### config.mk
export PLATFORM = sky130hd
export DESIGN_NAME = cache_control
export DESIGN_NICKNAME = d
export VERILOG_FILES = /design/src/rtl/cache_control.sv
export SDC_FILE = /design/constraint.sdc
export NUM_CORES = 1
export LEC_CHECK = 0
export ABC_AREA = 1
export CAP_MARGIN = 15
export CORE_MARGIN = 2
export CORE_UTILIZATION = 25
export DETAILED_ROUTE_END_ITERATION = 10
export PLACE_DENSITY_LB_ADDON = 0.15
export SLEW_MARGIN = 30
export SYNTH_ARGS = -nofsm -noshare
export SYNTH_HDL_FRONTEND = slang
export SYNTH_SLANG_ARGS = --single-unit
### constraint.sdc
create_clock -name clk -period 1.95 [get_ports clk]
set_input_delay 0.585 -clock clk [delete_from_list [all_inputs] [get_ports clk]]
set_output_delay 0.585 -clock clk [all_outputs]
set_load 0.005 [all_outputs]
### src/rtl/cache_control.sv
`default_nettype none
// ============================================================================
// Module      : cache_control
// Description : Sequencing FSM for a 2-way set-associative, write-back,
//               write-allocate L1 cache datapath. Hits are answered in the
//               same cycle from IDLE. A miss optionally writes back the dirty
//               victim, then fills the victim way from the memory arbiter,
//               and returns to IDLE where the held request re-evaluates as
//               a hit.
//
// Ports       : clk, rst_n              clock, async active-low reset
//               mem_read, mem_write     CPU request strobes (held to mem_resp)
//               hit, comp*_out, vba*_out, dba*_out, lru_out
//                                       datapath status flags
//               arb_mem_resp            arbiter completion pulse
//               va*_w, ta*_w, da*_w, dba*_w, la_w
//                                       array write enables
//               lru_in, dba_in          LRU / dirty write data
//               datamux_sel, dawmux_sel, addrmux_sel
//                                       datapath mux selects
//               mem_resp                one-cycle CPU completion
//               arb_mem_read/arb_mem_write
//                                       line fill / writeback requests
//               hit_cnt, miss_cnt, wb_cnt
//                                       saturating performance counters
//
// Option      : PERF_CNT_EN  - when defined, adds the hit/miss/writeback
//                              counters and their ports.
// Revision    : 1.0  initial release
// ============================================================================
module cache_control #(
    parameter int CNT_WIDTH = 16
) (
    input  logic                 clk,
    input  logic                 rst_n,
    input  logic                 mem_read,
    input  logic                 mem_write,
    input  logic                 hit,
    input  logic                 comp0_out,
    input  logic                 comp1_out,
    input  logic                 vba0_out,
    input  logic                 vba1_out,
    input  logic                 dba0_out,
    input  logic                 dba1_out,
    input  logic                 lru_out,
    input  logic                 arb_mem_resp,
    output logic                 va0_w,
    output logic                 va1_w,
    output logic                 ta0_w,
    output logic                 ta1_w,
    output logic                 da0_w,
    output logic                 da1_w,
    output logic                 dba0_w,
    output logic                 dba1_w,
    output logic                 la_w,
    output logic                 lru_in,
    output logic                 dba_in,
    output logic                 datamux_sel,
    output logic                 dawmux_sel,
    output logic [1:0]           addrmux_sel,
    output logic                 mem_resp,
    output logic                 arb_mem_read,
    output logic                 arb_mem_write
`ifdef PERF_CNT_EN
    ,
    output logic [CNT_WIDTH-1:0] hit_cnt,
    output logic [CNT_WIDTH-1:0] miss_cnt,
    output logic [CNT_WIDTH-1:0] wb_cnt
`endif
);

    typedef enum logic [1:0] {
        ST_IDLE      = 2'd0,
        ST_WRITEBACK = 2'd1,
        ST_ALLOCATE  = 2'd2
    } state_t;

    state_t r_state;
    logic   r_victim;

    logic w_req;
    logic w_hit_way;
    logic w_victim_sel;
    logic w_victim_dirty;
    logic w_idle_hit;
    logic w_idle_miss;
    logic w_wb_exit;

    // Way0's compare is implied by hit & ~way1-match, so it is not needed.
    logic w_unused;
    assign w_unused = &{1'b0, comp0_out};

    always_comb begin
        w_req          = mem_read | mem_write;
        w_hit_way      = comp1_out & vba1_out;
        // Fill an invalid way first; only evict by LRU when both are valid.
        if (!vba0_out) begin
            w_victim_sel = 1'b0;
        end else if (!vba1_out) begin
            w_victim_sel = 1'b1;
        end else begin
            w_victim_sel = lru_out;
        end
        w_victim_dirty = w_victim_sel ? (vba1_out & dba1_out)
                                      : (vba0_out & dba0_out);
        w_idle_hit     = (r_state == ST_IDLE) & w_req & hit;
        w_idle_miss    = (r_state == ST_IDLE) & w_req & ~hit;
        w_wb_exit      = (r_state == ST_WRITEBACK) & arb_mem_resp;
    end

    // ------------------------------------------------------------------
    // State and victim register
    // ------------------------------------------------------------------
    always_ff @(posedge clk or negedge rst_n) begin
        if (!rst_n) begin
            r_state  <= ST_IDLE;
            r_victim <= 1'b0;
        end else begin
            case (r_state)
                ST_IDLE: begin
                    if (w_idle_miss) begin
                        r_victim <= w_victim_sel;
                        r_state  <= w_victim_dirty ? ST_WRITEBACK : ST_ALLOCATE;
                    end
                end
                ST_WRITEBACK: begin
                    if (arb_mem_resp) begin
                        r_state <= ST_ALLOCATE;
                    end
                end
                ST_ALLOCATE: begin
                    if (arb_mem_resp) begin
                        r_state <= ST_IDLE;
                    end
                end
                default: r_state <= ST_IDLE;
            endcase
        end
    end

    // ------------------------------------------------------------------
    // Outputs. These are decoded combinationally from state and inputs
    // because a hit must be answered in the same cycle it is presented.
    // Gating with rst_n forces every output low for the whole reset window.
    // ------------------------------------------------------------------
    always_comb begin
        va0_w         = 1'b0;
        va1_w         = 1'b0;
        ta0_w         = 1'b0;
        ta1_w         = 1'b0;
        da0_w         = 1'b0;
        da1_w         = 1'b0;
        dba0_w        = 1'b0;
        dba1_w        = 1'b0;
        la_w          = 1'b0;
        lru_in        = 1'b0;
        dba_in        = 1'b0;
        datamux_sel   = 1'b0;
        dawmux_sel    = 1'b0;
        addrmux_sel   = 2'd0;
        mem_resp      = 1'b0;
        arb_mem_read  = 1'b0;
        arb_mem_write = 1'b0;
        if (rst_n) begin
            case (r_state)
                ST_IDLE: begin
                    if (w_idle_hit) begin
                        mem_resp    = 1'b1;
                        datamux_sel = w_hit_way;
                        la_w        = 1'b1;
                        lru_in      = ~w_hit_way;
                        // A write (including read+write) merges CPU data
                        // into the hit way and marks it dirty.
                        if (mem_write) begin
                            dawmux_sel = 1'b0;
                            da0_w      = ~w_hit_way;
                            da1_w      = w_hit_way;
                            dba0_w     = ~w_hit_way;
                            dba1_w     = w_hit_way;
                            dba_in     = 1'b1;
                        end
                    end
                end
                ST_WRITEBACK: begin
                    arb_mem_write = 1'b1;
                    datamux_sel   = r_victim;
                    addrmux_sel   = r_victim ? 2'd2 : 2'd1;
                end
                ST_ALLOCATE: begin
                    arb_mem_read = 1'b1;
                    addrmux_sel  = 2'd0;
                    // Arrays are written only in the cycle the line arrives.
                    if (arb_mem_resp) begin
                        dawmux_sel = 1'b1;
                        dba_in     = 1'b0;
                        da0_w      = ~r_victim;
                        ta0_w      = ~r_victim;
                        va0_w      = ~r_victim;
                        dba0_w     = ~r_victim;
                        da1_w      = r_victim;
                        ta1_w      = r_victim;
                        va1_w      = r_victim;
                        dba1_w     = r_victim;
                    end
                end
                default: ;
            endcase
        end
    end

`ifdef PERF_CNT_EN
    // ------------------------------------------------------------------
    // Saturating performance counters
    // ------------------------------------------------------------------
    localparam logic [CNT_WIDTH-1:0] c_cnt_max = {CNT_WIDTH{1'b1}};

    always_ff @(posedge clk or negedge rst_n) begin
        if (!rst_n) begin
            hit_cnt  <= '0;
            miss_cnt <= '0;
            wb_cnt   <= '0;
        end else begin
            if (w_idle_hit && (hit_cnt != c_cnt_max)) begin
                hit_cnt <= hit_cnt + 1'b1;
            end
            if (w_idle_miss && (miss_cnt != c_cnt_max)) begin
                miss_cnt <= miss_cnt + 1'b1;
            end
            if (w_wb_exit && (wb_cnt != c_cnt_max)) begin
                wb_cnt <= wb_cnt + 1'b1;
            end
        end
    end
`else
    // Counters absent; the width parameter and event decodes are unused.
    logic w_unused_perf;
    assign w_unused_perf = &{1'b0, w_wb_exit, CNT_WIDTH[0]};
`endif

endmodule
`default_nettype wire

==> qor.yml, run 1 <==
htree_levels: 1
dp_slack_ns: -0.742
leakagePower_nw: 0.488
grt_max_degree: 14
wl_per_cell_um: 10.7
clkTransAtPathRegs_ns: 0.04
grt_remaining_overflow: 0
ys_warn_count: 0
violations: "negative setup slack"
crit_type: "flip-flop to output pin"
ys_ff_latch: 3
grt_pass1_wl_um: 2190
finalWorstSetupSlack_ns: -0.0735
dieArea_mm2: 0.00190
total_power_mw: 0.898
worstMarginPinSlew_ns: 0.254
r2r-end: "r_state[0]$_DFFE_PN0P_"
place.gp.congestion: 0.735
hpwlAfterDp_um: 949
remaining_drc_errors: 0
finalCriticalPeriod_ns: 2.02
rsz0062_at_grt: "yes"
vias: 602
syn_inst: 65
clk_latency_ns: 0.23
die_h_um: 43.6
drt_wl_total_um: 1450
cts_buffers: 3
clockRootBuffer: "clkbuf_4"
status: "finished, violations left"
rr_startpoint: "r_state[1]$_DFFE_PN0P_"
ant_nets: 0
reg2reg_depth: 10
cp-start-kind: "flip-flop"
cpPeakStageDelay_ns: 0.39
skew_ns: 0.00233
max_cap_violations: 0
cts_buffer_depth: 2
fin_hold_ws_ns: 0.272
io_buffers: 29
post-route-period-util_pct: 104
grt.busiest_layer: "met2"
synth_cell_types: 19
grt_antenna_before_repair: 0
die_x_um: 43.6
coreArea_mm2: 0.00149
path_max_fanout: 3
ys_seq_area_share_pct: 19.2
r2r_setup_slack_ns: 0.60
grt_usage_pct: 15.1
synth.cell_area_um2: 392
drt_iter0_drc: 6
slew_headroom_pct: 83.0
p_per_area_mw_per_mm2: 963
nNetsFinal: 134
grtUsageMet3_pct: 1.67
endpoint_kind: "output pin"
finalHoldViolations: 0
report.final.slew_viol_count: 0
gr-usage-met1_pct: 18.0
io_pins: 31
syn_nets: 78
first_pass_iters: 4
hold_buffers: 0
vias_per_cell: 4.43
grt.met2_usage_pct: 27.6
avgSynthCellArea_um2: 6.03
start_util_pct: 26.3
n_antenna_cell: 0
cp_cell_sequence: "inv_2 -> nand2_2 -> nor2_2 -> nand2_1 -> buf_4 -> a21oi_2 -> buf_2"
num_rows: 14
arrival_ns: 1.44
hold_path_class: "input port to asynchronous set/reset pin"
setup_viol: 8
clock.fmax_mhz: 494
syn2layout_area_growth_pct: 138
cp.required_ns: 1.36
drive_gt1_share_pct: 66.7
fill_cells: 140
cts_tree: "built"
slowest_stage: "dfrtp_1"
vdd_drop_max_v: 0.000601
grt_pass1_vias: 533
cts_sinks: 3
==> power by group <==
part | switching [mW] | total [mW] | internal [mW]
clock network | 0.0298 | 0.106 | 0.0765
registers | 0.0263 | 0.116 | 0.0893
logic | 0.298 | 0.676 | 0.378
==> stage by stage <==
step                      std cells  util [%]  setup TNS [ns]  area [um^2]
after CTS                       131      58.7          -0.463          875
after global placement          120      52.4          -11.36          779
final                           136      62.6          -0.383          932
after global routing            136      62.6           -1.33          932
after detailed placement        120      52.4          -11.85          779
after floorplan                  65         -               0          392
==> registers in the layout, indices dropped and copies added (netlist names) <==
signal,count
r_state,2
r_victim,1
==> layer usage <==
metal	wire (um)	vias up	part of all wire [%]
met5	0	-	0
met4	32	0	2.2
met3	104	2	7.2
met2	769	24	53
met1	548	260	38
li1	-	316	-
==> cell usage in the layout (no fill, tap or decap), drive strengths merged <==
| master | count |
|---|---|
| and2 | 1 |
| nand4 | 2 |
| o21ai | 2 |
| buf | 40 |
| clkbuf | 10 |
| nand3b | 1 |
| nand2 | 17 |
| inv | 9 |
| nand3 | 4 |
| clkdlybuf4s15 | 4 |
| nor3 | 3 |
| clkinvlp | 1 |
| clkdlybuf4s50 | 4 |
| dlygate4sd2 | 3 |
| nor3b | 1 |
| a21oi | 5 |
| dfrtp | 3 |
| nor2 | 10 |
==> how the worst max path moves through the flow <==
stage / from / end / slack [ns] / cells after the start
after global routing: r_state[1]$_DFFE_PN0P_ / dba0_w / -0.18 / 8
after CTS: r_state[1]$_DFFE_PN0P_ / dba0_w / -0.11 / 8
after floorplan: arb_mem_resp / dba0_w / 0.18 / 5
after detailed placement: mem_write / da1_w / -0.74 / 6
after global placement: mem_write / da0_w / -0.71 / 6
final: r_state[0]$_DFFE_PN0P_ / da1_w / -0.07 / 7
==> cell families (layout without fill, tap and decap cells) <==
group	after synthesis	count (layout)	share of synthesized area, %
buffers and inverters	16	71	20.4
AOI/OAI and AO/OA	7	7	9.90
and+or+nand+nor	39	39	50.5
DFF	3	3	19.2
==> timing repair <==
action	CTS	global route
setup buffers	7	4
setup endpoints to repair	18	18
resized for setup	85	22
gates cloned	0	1
pin swaps	12	7
==> area by class of cell <==
class	instances	area, um^2	share of cell area, %
clock buffers	4	26.3	2.82
repair buffers	57	455	48.9
flip-flops and latches	3	75.1	8.05
well taps	16	20.0	2.15
inverters	10	41.3	4.43
multi-input cells	46	314	33.7
==> critical path: cells and delay by family, from the launching register on <==
kind	cells	cell delay (ns)
buf+inv	3	0.39
flops	1	0.39
simple gates	3	0.31
compound gates	1	0.11
==> cells in the mapped netlist <==
master	number	area share [%]
a21oi_1	5	6.4
and2_1	1	1.6
buf_2	1	1.3
buf_4	5	9.6
dfrtp_1	3	19
inv_1	7	6.7
inv_2	3	2.9
nand2_1	13	12
nand2_2	4	6.4
nand3_1	4	5.1
nand3b_1	1	1.9
nand4_1	2	3.2
nor2_1	7	6.7
nor2_2	2	3.2
nor2_4	1	2.9
nor3_1	3	3.8
nor3b_2	1	3.2
o21ai_1	1	1.3
o21ai_2	1	2.2
(Power assumes the default switching activity.)
==> inputs of run 2 (changes only) <==
--- a/config.mk
+++ b/config.mk
@@ -6,12 +6,12 @@
 export NUM_CORES = 1
 export LEC_CHECK = 0
 export ABC_AREA = 1
+export ABC_CLOCK_PERIOD_IN_PS = 1950
 export CAP_MARGIN = 15
 export CORE_MARGIN = 2
 export CORE_UTILIZATION = 25
 export DETAILED_ROUTE_END_ITERATION = 10
 export PLACE_DENSITY_LB_ADDON = 0.15
-export SLEW_MARGIN = 30
 export SYNTH_ARGS = -nofsm -noshare
 export SYNTH_HDL_FRONTEND = slang
 export SYNTH_SLANG_ARGS = --single-unit
==> results of run 2 <==
Same layout as run 1: the final DEF is identical, and so are final timing and power.
